`src/rtl/pipe_pkg.sv`:
```
// Shared pipeline-stage types and constants.
package pipe_pkg;

    typedef enum logic [1:0] {
        EMPTY = 2'd0,
        ONE   = 2'd1,
        TWO   = 2'd2
    } pipe_state_t;

    localparam logic [1:0] OCC_EMPTY = 2'd0;
    localparam logic [1:0] OCC_ONE   = 2'd1;
    localparam logic [1:0] OCC_TWO   = 2'd2;

    // EX/MEM bundle: rd(5) + alu(32) + flag(1) + addr(32) + wdata(32) + cmd type(6)
    localparam int unsigned EXMEM_DATA_W = 108;

    // Entries held for a given stage state.
    function automatic logic [1:0] occ_of(input pipe_state_t s);
        case (s)
            ONE:     return OCC_ONE;
            TWO:     return OCC_TWO;
            default: return OCC_EMPTY;
        endcase
    endfunction

endpackage

```
`src/rtl/sat_counter.sv`:
```
// Saturating up-counter for pipeline performance statistics.
module sat_counter #(
    parameter int unsigned W = 16
) (
    input  logic         clk_in,
    input  logic         rst_in,
    input  logic         inc_in,
    output logic [W-1:0] cnt_out
);

    // Count enabled events, sticking at all-ones.
    always_ff @(posedge clk_in or negedge rst_in) begin
        if (!rst_in) begin
            cnt_out <= '0;
        end else if (inc_in && (cnt_out != {W{1'b1}})) begin
            cnt_out <= cnt_out + W'(1);
        end
    end

endmodule

```
`src/rtl/pipe_skid_stage.sv`:
```
// Generic valid/ready pipeline stage with optional two-entry skid buffer,
// flush-to-bubble, global freeze and back-pressure counter.
module pipe_skid_stage
    import pipe_pkg::*;
#(
    parameter int unsigned DATA_W = EXMEM_DATA_W,
    parameter int unsigned SKID   = 1,
    parameter int unsigned CNT_W  = 16
) (
    input  logic              clk_in,
    input  logic              rst_in,
    input  logic              rdy_in,
    input  logic              flush_in,
    input  logic              up_valid_in,
    input  logic [DATA_W-1:0] up_data_in,
    output logic              up_ready_out,
    output logic              dn_valid_out,
    output logic [DATA_W-1:0] dn_data_out,
    input  logic              dn_ready_in,
    output logic [1:0]        occ_out,
    output logic [CNT_W-1:0]  stall_cnt_out
);

    localparam bit HAS_SKID = (SKID != 0);

    pipe_state_t       state_q, state_nxt;
    logic [DATA_W-1:0] main_q, main_nxt;
    logic [DATA_W-1:0] skid_q, skid_nxt;
    logic              valid_q;
    logic              ready_q;
    logic [1:0]        occ_q;
    logic              acc_up;
    logic              acc_dn;
    logic              stall_inc;

    // With a skid entry the upstream ready is a flop; without it, ready looks through to downstream.
    assign up_ready_out = HAS_SKID ? ready_q : (!valid_q || dn_ready_in);

    assign acc_up    = up_valid_in && up_ready_out && rdy_in;
    assign acc_dn    = valid_q && dn_ready_in && rdy_in;
    assign stall_inc = rdy_in && valid_q && !dn_ready_in;

    assign dn_valid_out = valid_q;
    assign dn_data_out  = main_q;
    assign occ_out      = occ_q;

    // State, payload and derived status registers.
    always_ff @(posedge clk_in or negedge rst_in) begin
        if (!rst_in) begin
            state_q <= EMPTY;
            main_q  <= '0;
            skid_q  <= '0;
            valid_q <= 1'b0;
            ready_q <= 1'b1;
            occ_q   <= OCC_EMPTY;
        end else begin
            state_q <= state_nxt;
            main_q  <= main_nxt;
            skid_q  <= skid_nxt;
            valid_q <= (state_nxt != EMPTY);
            ready_q <= (state_nxt != TWO);
            occ_q   <= occ_of(state_nxt);
        end
    end

    // Next state and payload moves; empty slots are always written back to zero.
    always_comb begin
        state_nxt = state_q;
        main_nxt  = main_q;
        skid_nxt  = skid_q;
        if (flush_in) begin
            state_nxt = EMPTY;
            main_nxt  = '0;
            skid_nxt  = '0;
        end else begin
            case (state_q)
                EMPTY: begin
                    if (acc_up) begin
                        state_nxt = ONE;
                        main_nxt  = up_data_in;
                    end
                end
                ONE: begin
                    if (acc_up && acc_dn) begin
                        main_nxt = up_data_in;
                    end else if (acc_up && HAS_SKID) begin
                        state_nxt = TWO;
                        skid_nxt  = up_data_in;
                    end else if (acc_dn) begin
                        state_nxt = EMPTY;
                        main_nxt  = '0;
                    end
                end
                TWO: begin
                    if (acc_dn) begin
                        state_nxt = ONE;
                        main_nxt  = skid_q;
                        skid_nxt  = '0;
                    end
                end
                default: begin
                    state_nxt = EMPTY;
                    main_nxt  = '0;
                    skid_nxt  = '0;
                end
            endcase
        end
    end

    // Back-pressure statistics; survives flush.
    sat_counter #(
        .W (CNT_W)
    ) u_stall_cnt (
        .clk_in  (clk_in),
        .rst_in  (rst_in),
        .inc_in  (stall_inc),
        .cnt_out (stall_cnt_out)
    );

endmodule

```
`config.mk`:
```
export PLATFORM = sky130hd
export DESIGN_NAME = pipe_skid_stage
export DESIGN_NICKNAME = d
export VERILOG_FILES = /design/src/rtl/pipe_pkg.sv /design/src/rtl/sat_counter.sv /design/src/rtl/pipe_skid_stage.sv
export SDC_FILE = /design/constraint.sdc
export NUM_CORES = 1
export LEC_CHECK = 0
export ABC_AREA = 0
export BUFFER_PORTS_ARGS = -buffer_cell sky130_fd_sc_hd__clkbuf_2
export CAP_MARGIN = 20
export CORE_ASPECT_RATIO = 1.25
export CORE_MARGIN = 4
export CORE_UTILIZATION = 30
export DETAILED_ROUTE_END_ITERATION = 10
export GPL_ROUTABILITY_DRIVEN = 1
export PLACE_DENSITY = 0.48
export SLEW_MARGIN = 20
export SYNTH_ARGS = -nofsm -noshare
export SYNTH_HDL_FRONTEND = slang
export SYNTH_HIERARCHICAL = 1
export SYNTH_SLANG_ARGS = --single-unit
```
`constraint.sdc`:
```
create_clock -name clk_in -period 6 [get_ports clk_in]
set_input_delay 0 -clock clk_in [delete_from_list [all_inputs] [get_ports clk_in]]
set_output_delay 0 -clock clk_in [all_outputs]
set_load 0.02 [all_outputs]
```
* Yosys cells after proc, flatten, opt, wreduce, memory -nomap -nowiden
Cells that the tools add are included.
Storage, ports and cells: register bits after elaboration 238, input bits 114, output and inout bits 128, word-level logic and storage cells 52
Cells by class: $add $sub $neg 1, equal/unequal tests 13, multiplexer cells 18, reduce and logical (&&, ||, !) cells 13
Operators by type and width (number):
- $mux W108 | 8
- $pmux W108 S3 | 2
- $add A16 B1 Y16 const B | 1
- $ne A16 B16 Y1 const B | 1
- $mux W2 | 6
- $ne A3 B3 Y1 const B | 4
- $logic_and A1 B1 Y1 | 8
- $ne A4 B4 Y1 const B | 2
- $reduce_and A4 Y1 | 2
- $pmux W2 S3 | 1
- $eq A2 B1 Y1 const B | 2
- $eq A2 B2 Y1 const B | 2
- $ne A2 B2 Y1 const B | 2
- $pmux W2 S2 | 1
- $logic_not A2 Y1 | 1
- $reduce_bool A2 Y1 | 1
- $logic_not A1 Y1 | 1

* Logic depth before layout (Yosys ltp)
Gate-level depths: netlist of the first run.
word-level depth 9, depth in mapped cells 9, gate-level depth less buffers 6

* By module
Netlist of the first run, hierarchy kept.
Modules (own cells, without submodules):
- pipe_skid_stage | instances 1, cells an instance 768, area each 10048.4 um2
- sat_counter | instances 1, cells an instance 77, area each 884.6 um2

* Worst setup path before layout of the first run
OpenSTA, ideal clock, no wires.
kind register -> register, start reg valid_q (netlist: dn_valid_out), end reg main_q[17] (netlist: dn_data_out[17]), setup time 0.121 ns, arrival 1.830 ns, required time 5.879 ns, path slack 4.049 ns, cell stages (with the launch flop) 8, path buffers 3, period minus slack after synthesis 1.951 ns, cells stage by stage dfrtp_1 > and4_1 > buf_2 > o21ai_0 > o41ai_4 > buf_2 > buf_2 > a22o_1
On the way: word-level cells in the longest chain between the ends 6, elaborated cells on any way between the ends 10, those cells by class eq/ne (3); mux (3); reduce/logical (4)
Ends and longest elaborated chain:
- from (decl) | RTL line pipe_skid_stage.sv:29 | logic valid_q;
- from (signal assigned) | RTL line pipe_skid_stage.sv:60 | valid_q <= (state_nxt != EMPTY);
- $logic_and A1 B1 Y1 * (2 in series) | RTL line pipe_skid_stage.sv:40 | assign acc_dn = valid_q && dn_ready_in && rdy_in;
- $logic_and A1 B1 Y1 | RTL line pipe_skid_stage.sv:84 | if (acc_up && acc_dn) begin
- $mux W108 | RTL line pipe_skid_stage.sv:84
- $pmux W108 S3 | RTL line pipe_skid_stage.sv:76 | case (state_q)
- $mux W108 | RTL line pipe_skid_stage.sv:71 | if (flush_in) begin
- to (signal assigned) | RTL line pipe_skid_stage.sv:58 | main_q <= main_nxt;
- to (decl) | RTL line pipe_skid_stage.sv:27 | logic [DATA_W-1:0] main_q, main_nxt;
Mark *: on every way between the ends. The rest lies on a longest branch, timed or not. A chain may end at the register's enable or synchronous reset.

* Final worst setup path of the first run
start reg state_q[1], end reg skid_q[102]
On the way: word-level cells in the longest chain between the ends 3, elaborated cells on any way between the ends 10, those cells by class eq/ne (6); mux (2); reduce/logical (2)
Ends and longest elaborated chain:
- from (decl) | RTL line pipe_skid_stage.sv:26 | pipe_state_t state_q, state_nxt;
- from (signal assigned) | RTL line pipe_skid_stage.sv:57 | state_q <= state_nxt;
- $eq A2 B1 Y1, or another cell as far along | RTL line pipe_skid_stage.sv:76
- $ne A3 B3 Y1 (no line), or another cell as far along
- $reduce_and A4 Y1 (no line) or $mux W108 (tied branches)
- to (signal assigned) | RTL line pipe_skid_stage.sv:59 | skid_q <= skid_nxt;
- to (decl) | RTL line pipe_skid_stage.sv:28 | logic [DATA_W-1:0] skid_q, skid_nxt;
Parallel ways exist; a longest one is shown, timed or not.

==> results of run 1 <==
-- report_power, final --
| part | switching (W) | internal, W | leakage, nW | total (W) |
|---|---|---|---|---|
| combinational | 0.000345 | 0.000236 | 2.94 | 0.000581 |
| sequential | 0.0000745 | 0.00168 | 3.28 | 0.00175 |
| clock | 0.000671 | 0.000999 | 0.431 | 0.00167 |
| total | 0.00109 | 0.00291 | 6.65 | 0.00400 |
-- sequential cells by signal (all words and copies together), names as in the netlist --
signal,count
u_stall_cnt/cnt_out,16
dn_valid_out,1
state_q,2
up_ready_out,1
dn_data_out,108
skid_q,108
occ_out,2
-- final timing paths --
check                            from              end
max in group asynchronous      rst_in       skid_q[18]
hold / removal                 rdy_in     up_ready_out
setup / recovery           state_q[1]      skid_q[102]
setup reg to reg           state_q[1]      skid_q[102]
hold reg to reg            skid_q[54]       skid_q[54]
min in group asynchronous      rst_in  dn_data_out[82]
-- Yosys cell counts, drive strengths merged --
library cell | instances | area, um2
o31ai | 1 | 21.3
o2bb2ai | 108 | 946
a21o | 1 | 7.51
xnor2 | 5 | 43.8
a32o | 1 | 10.0
ha | 1 | 12.5
nand2b | 1 | 6.26
a211oi | 1 | 7.51
o21ai | 2 | 10.0
nand3 | 11 | 90.1
and3 | 4 | 26.3
a22o | 218 | 1910
a21oi | 4 | 20.0
and4b | 1 | 10.0
inv | 3 | 11.3
clkbuf | 58 | 218
buf | 27 | 134
xor2 | 3 | 26.3
nand4 | 10 | 77.6
nand2 | 8 | 30.0
and4 | 3 | 26.3
a41oi | 2 | 17.5
nor4 | 2 | 33.8
mux2i | 108 | 1080
nor2 | 10 | 37.5
o21a | 3 | 22.5
a211o | 1 | 8.76
dfrtp | 237 | 5930
dfstp | 1 | 26.3
a32oi | 1 | 8.76
nor3 | 3 | 25.0
a2111oi | 1 | 27.5
o41ai | 1 | 27.5
a31oi | 2 | 12.5
mux2 | 2 | 30.0
-- layer usage --
metal	wire [um]	global-route usage, %	share of wire, %
met5	0	0	0
met4	454	3.27	1.4
met3	1610	2.42	5.0
met2	14800	25.5	46
met1	15500	23.2	48
-- cells by family (layout without fill, tap and decap cells) --
group	after synthesis	count (layout)	share of synthesized area (%)
and+or+nand+nor	53	53	3.32
AOI/OAI and AO/OA	347	347	28.0
DFF	238	238	54.5
other	0	1	0
muxes	110	110	10.2
buffers and inverters	88	419	3.32
adders and majority gates	1	1	0.114
xor gates and xnor gates	8	8	0.641
-- stage by stage --
stage,instances,cell area (um2)
4_1_cts,1650,14600
5_1_grt,1650,14600
3_5_place_dp,1488,12500
3_3_place_gp,1488,12500
2_1_floorplan,845,10900
6_report,1651,14600
-- critical path: cells and delay by family, from the launching register on --
kind	cells	cell delay (ns)
buffers and inverters	3	1.68
DFF	1	0.77
AOI/OAI and AO/OA	2	0.63
-- placed cells by master, fill, tap and decap left out, types with 4 or more instances in the layout --
| cell type | Yosys | routed |
|---|---|---|
| sky130_fd_sc_hd__nor2_1 | 10 | 10 |
| sky130_fd_sc_hd__nand2_1 | 8 | 8 |
| sky130_fd_sc_hd__o2bb2ai_1 | 108 | 108 |
| sky130_fd_sc_hd__a21oi_1 | 4 | 4 |
| sky130_fd_sc_hd__buf_4 | 4 | 12 |
| sky130_fd_sc_hd__dfrtp_1 | 237 | 235 |
| sky130_fd_sc_hd__clkbuf_16 | 0 | 27 |
| sky130_fd_sc_hd__a22o_1 | 218 | 218 |
| sky130_fd_sc_hd__mux2i_1 | 108 | 108 |
| sky130_fd_sc_hd__nand3_1 | 7 | 7 |
| sky130_fd_sc_hd__clkbuf_1 | 58 | 10 |
| sky130_fd_sc_hd__dlygate4sd3_1 | 0 | 114 |
| sky130_fd_sc_hd__clkbuf_2 | 0 | 240 |
| sky130_fd_sc_hd__clkbuf_8 | 0 | 7 |
| sky130_fd_sc_hd__xnor2_1 | 5 | 5 |
| sky130_fd_sc_hd__nand4_1 | 9 | 9 |
-- area by class of cell --
type / instances / area share [%]
flip-flops and latches: 238 / 41.0
multi-input cells: 519 / 31.9
repair buffers: 368 / 17.0
clock buffers: 44 / 5.56
well taps: 474 / 4.07
clock inverters: 4 / 0.481
inverters: 3 / 0.0774
diodes: 1 / 0.0172
==> metrics.md, run 1 <==
| Metric | Value |
|---|---|
| TritonRoute pass-1 iters | 4 |
| Final number of setup-violating endpoints | 0 |
| CP Data Arrival Time | about 3.7 ns |
| Max-slew headroom | between 20% and 30% |
| Area Growth Syn to Fin | 33.1% |
| Clock sink count | ~240 |
| # rows | a little under 80 |
| Final Hold Vio Count | 0 |
| Maximum number of pins on one net before global-route repair | ~120 |
| Worst path required time | approximately 6.5 ns |
| Maximum resistive drop on vdd | about 220 uV |
| Clock Pin Slew Worst Setup and Hold Paths | 0.06 ns |
| Vertical extent of the die | ~220 um |
| Final number of max-transition violations | 0 |
| Status | finished clean |
| RSZ-0062 raised after global routing | false |
| Top achievable clock speed | between 300 and 400 MHz |
| Number of instances in the synthesized netlist | 845 |
| Depth of the worst register-to-register path | 5 |
| Min-delay worst type | input port to flip-flop |
| Placeable core region | ~36000 um2 |
| Setup TNS | 0 ns |
| Startpoint types | flip-flop |
| Total vias in the final route | between 8000 and 9000 |
| Mapped Nets | 960 |
| Post-route fraction of the period consumed by the critical path | between 50% and 60% |
| Worst Path Max Fanout | slightly above 60 |
| Via density per instance | about 5.2 |
| Area of combinational cells with multiple inputs | between 4000 and 5000 um2 |
| Number of global-route vias before repair | between 8000 and 9000 |
| Netlist Area Pre-Place | roughly 11000 um2 |
| Initial drt markers | 473 |
| Detail Route Antenna Nets | 0 |
| Critical path endpoint category | flip-flop |
| Most numerous cell on the critical path | sky130_fd_sc_hd__buf_4 |
| Kind of critical path | flip-flop to flip-flop |
| Average wire per cell in the routed design | 19.6 um |
| Fraction of layout instances using a drive strength above 1 | a little over a quarter |
| Number of top-level pins | 242 |
| Buffer depth of the longest clock path | 3 |
| Worst-case setup margin in the final layout | 2.76 ns |
| Max cap viols | 0 |
| Level count of the clock H-tree | 1 |
| Fill cells | 3402 |
| Worst path cell trace | buf_4, a2111oi_4, buf_4, buf_4, a22o_1 |
| Minimum setup slack after placement | around 2.7 ns |
| Gates resized, CTS repair | 0 |
| Register-to-register setup slack | roughly 2.8 ns |
| Post-Syn Area per Cell | 12.9 um2 |
| Residual DRC | 0 |
| Setup Fix Bufs, Post-CTS | 0 |
| Transition at the pin with the smallest max-transition slack | between 1 and 1.5 ns |
| Power density over the cells | approximately 280 nW/um2 |
| Number of unique standard cell types used by synthesis | 43 |
| Overflow after GRT | 0 |
| Power consumption | 0.00400 W |
| Post-detail-place hpwl | between 15000 and 20000 um |
| Wire length of the first global-routing pass | around 51000 um |
| Library cell contributing the largest single delay on the critical path | sky130_fd_sc_hd__dfrtp_4 |
| Max stage delay on crit path | between 0.7 and 0.8 ns |
| Worst skew pair latency | roughly 0.53 ns |
| Initial Utilization | 30.7% |
| FF/Latch Area | about 6000 um2 |
| Portion of the post-synthesis area used by sequential elements | around 54% |
| Register bit total from synthesis | 238 |
| CTS root buffer | sky130_fd_sc_hd__clkbuf_16 |
| Worst-case hold slack | around 0.067 ns |
| Buffers on Ports | 241 |
| Clock buffers created by TritonCTS | 26 |
| GPL Wtd Cong | 0.755 |
| Layout Skew | approximately 0.009 ns |
| Final core utilization | ~41% |
| Synth warnings | 6 |
| Clock period minus final worst setup slack | 3.24 ns |
| Hold depth | 3 |
| Post-Route WL | roughly 32000 um |
| TritonCTS clock tree | built |
| Layout net count | ~1300 |
| Die footprint | around 40000 um2 |
| Initial antenna violation count | 0 |
| Static power due to leakage | approximately 6.7 nW |
| GRT Total Usage | about 16% |
| Die X-Extent | approximately 180 um |
| Hold_buf cts | 114 |
No activity file was read; power rests on OpenSTA's default activity.
==> run 2, diff against run 1 <==
Clock period 6 ns to 3.2 ns, I/O delays scaled along.
==> metrics.md, run 2 (synthesis results as in run 1) <==
| Metric | Value |
|---|---|
| Buffers on Ports | 241 |
| Layout net count | around 1300 |
| Clock buffers created by TritonCTS | 27 |
| Number of buffers and inverters on the critical path | 1 |
| Die footprint | 39600 um2 |
| Die X-Extent | about 180 um |
| Number of top-level pins | ~240 |
| Maximum number of pins on one net before global-route repair | between 100 and 150 |
| Vertical extent of the die | 221 um |
| Final number of max-transition violations | 0 |
| Cell Int Power | around 0.0055 W |
| Startpoint types | flip-flop |
| Top achievable clock speed | approximately 420 MHz |
| Power density over the cells | slightly above 500 nW/um2 |
| Average wire per cell in the routed design | about 20 um |
| Clock sink count | 238 |
| Clock network fraction of total power | between 40% and 50% |
| Worst Path Max Fanout | 65 |
| Depth of the worst register-to-register path | 5 |
| Gates resized, CTS repair | 0 |
| Critical R2R Launch | state_q[1] |
| Overflow after GRT | 0 |
| Worst skew pair latency | roughly 0.55 ns |
| Net switching fraction of the power | between 20% and 30% |
| Via density per instance | between 5 and 6 |
| Layout Skew | around 0.023 ns |
| Register-to-register setup slack | around 0.85 ns |
| Minimum setup slack after placement | ~0.80 ns |
| Residual DRC | 0 |
| Worst path required time | 3.67 ns |
| TritonRoute pass-1 iters | 4 |
| CTS root buffer | sky130_fd_sc_hd__clkbuf_16 |
| Fraction of power consumed by sequential logic | 43.3% |
| Clock Pin Slew Worst Setup and Hold Paths | 0.06 ns |
| Min-delay worst type | input port to async pin |
| Worst-case setup margin in the final layout | between 0.8 and 0.9 ns |
| Initial antenna violation count | 1 |
| Critical path endpoint category | flip-flop |
| Hold_buf cts | 114 |
| Placeable core region | roughly 36000 um2 |
| Detail Route Antenna Nets | 0 |
| Crit path max-delay family | compound AO/OA/AOI/OAI gates |
| Post-detail-place hpwl | between 15000 and 20000 um |
| Number of global-route vias before repair | approximately 9100 |
| Maximum resistive drop on vdd | approximately 410 uV |
| Status | finished clean |
| GPL Wtd Cong | around 0.77 |
| Max cap viols | 0 |
| Area Growth Syn to Fin | 34.1% |
| Final instance area | 14700 um2 |
| Max-slew headroom | 44.1% |
| Fraction of layout instances using a drive strength above 1 | approximately 27% |
| TritonCTS clock tree | built |
| # rows | slightly below 80 |
| Buffer depth of the longest clock path | 3 |
| Post-route fraction of the period consumed by the critical path | between 70% and 80% |
| Level count of the clock H-tree | 1 |
| Library cell contributing the largest single delay on the critical path | sky130_fd_sc_hd__a32o_4 |
| Gate power share | 14.9% |
| RSZ-0062 raised after global routing | false |
| Static power due to leakage | about 6.7 nW |
| Total vias in the final route | between 8000 and 9000 |
| Clock period minus final worst setup slack | between 2 and 2.5 ns |
| Setup TNS | 0 ns |
| Wire length of the first global-routing pass | about 52000 um |
| Final number of setup-violating endpoints | 0 |
| CP Data Arrival Time | roughly 2.8 ns |
| Worst path cell trace | and4_1, nor2_1, a32o_4, buf_4, a22o_1 |
| Post-Route WL | 32900 um |
| Switching pwr | 0.00210 W |
| Crit Reg-Reg Endpoint | dn_data_out[34] |
| Most used cells in the layout excluding fill and tap cells | sky130_fd_sc_hd__clkbuf_2, sky130_fd_sc_hd__dfrtp_1, sky130_fd_sc_hd__a22o_1, sky130_fd_sc_hd__dlygate4sd3_1 |
| Setup Fix Bufs, Post-CTS | 0 |
| Initial Utilization | between 30% and 40% |
| Most common cell after layout, fill and taps aside | sky130_fd_sc_hd__clkbuf_2 |
| Transition at the pin with the smallest max-transition slack | between 0.8 and 0.9 ns |
| GRT Total Usage | 16.3% |
| Max stage delay on crit path | approximately 0.72 ns |
| Kind of critical path | flip-flop to flip-flop |
| Initial drt markers | between 400 and 500 |
| Area of placed instances | 12600 um2 |
| Final Hold Vio Count | 0 |
[run 2: area by class of cell]
class / instances / area, um2
fillers: 3402 / 21000
inverters: 3 / 11.3
repair buffers: 371 / 2560
diodes: 2 / 5.00
multi-input cells: 519 / 4640
clock buffers: 34 / 732
clock inverters: 15 / 155
well taps: 474 / 593
flip-flops and latches: 238 / 5960
[run 2: worst max-delay path by stage]
| stage | slack, ns | depth (start not counted) | startpoint | endpoint |
|---|---|---|---|---|
| floorplan | 1.25 | 7 | dn_valid_out | dn_data_out[17] |
| global placement | 0.83 | 5 | state_q[1] | dn_data_out[26] |
| detailed placement | 0.80 | 5 | state_q[1] | dn_data_out[40] |
| CTS | 0.78 | 5 | state_q[1] | dn_data_out[35] |
| global route | 0.67 | 5 | state_q[1] | dn_data_out[19] |
| finish | 0.85 | 5 | state_q[1] | dn_data_out[34] |
[run 2: routing by layer]
layer | share of wire [%] | track usage [%] | vias to the layer above
li1 | - | - | 4008
met1 | 47 | 22.8 | 4263
met2 | 46 | 26.6 | 250
met3 | 4.8 | 2.30 | 42
met4 | 2.1 | 4.09 | 0
met5 | 0 | 0 | -
[run 2: power groups by stage]
stage / logic (W) / registers (W) / clock network, W
floorplan: 0.000467 / 0.00342 / 0
global placement: 0.00103 / 0.00333 / 0
detailed placement: 0.00103 / 0.00332 / 0
CTS: 0.00115 / 0.00327 / 0.00329
global route: 0.00124 / 0.00329 / 0.00339
finish: 0.00113 / 0.00327 / 0.00316
[run 2: stage by stage]
stage | hold WS (ns) | cells | util, % | total power, W
after global routing | 0.0496 | 1655 | 41.1 | 0.00791
after CTS | 0.0179 | 1654 | 41.1 | 0.00771
final | 0.0157 | 1656 | 41.1 | 0.00756
after global placement | 0.0161 | 1491 | 35.4 | 0.00435
after floorplan | -0.296 | 845 | - | 0.00389
after detailed placement | 0.0153 | 1491 | 35.4 | 0.00436
==> run 3, diff against run 2 <==
Clock period 3.2 ns to 2.45 ns, I/O delays scaled along.
==> metrics.md, run 3 (synthesis results as in run 1) <==
| Metric | Value |
|---|---|
| End point of the critical path | dn_valid_out |
| TritonCTS clock tree | built |
| # rows | just under 80 |
| Worst Path Max Fanout | between 100 and 150 |
| Critical path endpoint category | flip-flop |
| Min-delay worst type | input port to async pin |
| Maximum resistive drop on vdd | approximately 440 uV |
| Residual DRC | 0 |
| Most common cell after layout, fill and taps aside | sky130_fd_sc_hd__clkbuf_2 |
| Clock sink count | ~240 |
| Die footprint | between 30000 and 40000 um2 |
| TritonRoute pass-1 iters | 5 |
| Post-route fraction of the period consumed by the critical path | between 80% and 90% |
| Final number of setup-violating endpoints | 0 |
| Power consumption | 0.0105 W |
| Max cap viols | 0 |
| Die X-Extent | between 150 and 200 um |
| Crit Reg-Reg Endpoint | dn_valid_out |
| Status | finished clean |
| Startpoint types | flip-flop |
| Depth of the worst register-to-register path | 5 |
| Worst skew pair latency | 0.54 ns |
| Layout Skew | about 0.0076 ns |
| Average wire per cell in the routed design | 20.4 um |
| Vertical extent of the die | ~220 um |
| RSZ-0062 raised after global routing | false |
| Post-Route WL | between 30000 and 40000 um |
| Level count of the clock H-tree | 1 |
| Worst path required time | about 2.9 ns |
| Setup Fix Bufs, Post-CTS | 0 |
| Number of top-level pins | between 200 and 250 |
| GRT Total Usage | between 10% and 20% |
| Static power due to leakage | just under 7 nW |
| Layout net count | 1280 |
| Initial Utilization | 30.7% |
| Initial drt markers | 420 |
| Detail Route Antenna Nets | 0 |
| Register-to-register setup slack | 0.34 ns |
| GPL Wtd Cong | ~0.8 |
| Placeable core region | between 30000 and 40000 um2 |
| Most used cells in the layout excluding fill and tap cells | sky130_fd_sc_hd__clkbuf_2, sky130_fd_sc_hd__dfrtp_1, sky130_fd_sc_hd__a22o_1, sky130_fd_sc_hd__dlygate4sd3_1 |
| Kind of critical path | flip-flop to flip-flop |
| Wire length of the first global-routing pass | approximately 53000 um |
| Max-slew headroom | a little over half |
| Fraction of layout instances using a drive strength above 1 | between 20% and 30% |
| Critical path origin | state_q[0] |
| Maximum number of pins on one net before global-route repair | 110 |
| Clock period minus final worst setup slack | between 2 and 2.5 ns |
| Final number of max-transition violations | 0 |
| Initial antenna violation count | 1 |
| Total vias in the final route | roughly 8700 |
| Transition at the pin with the smallest max-transition slack | roughly 0.7 ns |
| CP Data Arrival Time | about 2.6 ns |
| CTS root buffer | sky130_fd_sc_hd__clkbuf_16 |
| Buffers on Ports | 241 |
| Final Hold Vio Count | 0 |
| Via density per instance | 5.23 |
| Critical R2R Launch | state_q[0] |
| Number of global-route vias before repair | between 9000 and 10000 |
| Buffer depth of the longest clock path | 3 |
| Overflow after GRT | 0 |
| Top achievable clock speed | 475 MHz |
| Setup TNS | 0 ns |
| Area Growth Syn to Fin | 36.6% |
| Clock Pin Slew Worst Setup and Hold Paths | roughly 0.060 ns |
| Clock buffers created by TritonCTS | 28 |
| Post-detail-place hpwl | a little under 20000 um |
| Power density over the cells | ~700 nW/um2 |
[run 3: repair_timing]
action                    CTS  global route
hold buffers              112             0
gates resized for setup     0             0
hold endpoints to repair  459             0
[run 3: how the worst min path moves through the flow]
stage               startpoint         endpoint  slack [ns]
floorplan               rst_in   dn_data_out[0]       -0.30
global placement        rst_in  dn_data_out[83]        0.02
detailed placement      rst_in  dn_data_out[83]        0.01
CTS                     rst_in  dn_data_out[83]       0.009
global route            rst_in       skid_q[76]        0.04
finish                  rst_in  dn_data_out[83]        0.01
[run 3: metal layers]
layer	vias up	GRT usage [%]	part of all wire, %
li1	4020	-	-
met1	4393	23.2	46
met2	250	27.0	47
met3	31	2.46	5.4
met4	0	3.34	1.4
met5	-	0	0
[run 3: worst max-delay path, cell delays in order (launching register included)]
cell                            delay [ns]
sky130_fd_sc_hd__dfrtp_4              0.48
sky130_fd_sc_hd__buf_12               0.50
sky130_fd_sc_hd__nand2_1              0.17
sky130_fd_sc_hd__a21o_1               0.22
sky130_fd_sc_hd__a21oi_1              0.12
sky130_fd_sc_hd__dlygate4sd3_1        0.55
[run 3: cell type report]
cell class	instances	area (um2)
Fill cell	3385	20700
Sequential cell	238	5960
Multi-Input combinational cell	519	4640
Timing Repair Buffer	375	2670
Clock buffer	40	857
Tap cell	474	593
Clock inverter	11	209
Inverter	3	11.3
Antenna cell	1	2.50
[run 3: report_power, final]
| part | total, W | internal [W] | switching [W] |
|---|---|---|---|
| Combinational | 0.00151 | 0.000615 | 0.000897 |
| Clock | 0.00475 | 0.00305 | 0.00170 |
| Sequential | 0.00427 | 0.00411 | 0.000157 |
| Total | 0.0105 | 0.00777 | 0.00276 |
[run 3: stage by stage]
| stage | cells | area [um2] | utilization (%) | hold WS [ns] | worst slack [ns] |
|---|---|---|---|---|---|
| after floorplan | 845 | 10900 | - | -0.296 | 0.499 |
| after global placement | 1497 | 12700 | 35.8 | 0.0184 | 0.479 |
| after detailed placement | 1497 | 12700 | 35.8 | 0.0118 | 0.439 |
| after CTS | 1660 | 14900 | 41.9 | 0.00936 | 0.321 |
| after global routing | 1661 | 14900 | 41.9 | 0.0390 | 0.242 |
| final | 1661 | 14900 | 41.9 | 0.0146 | 0.344 |
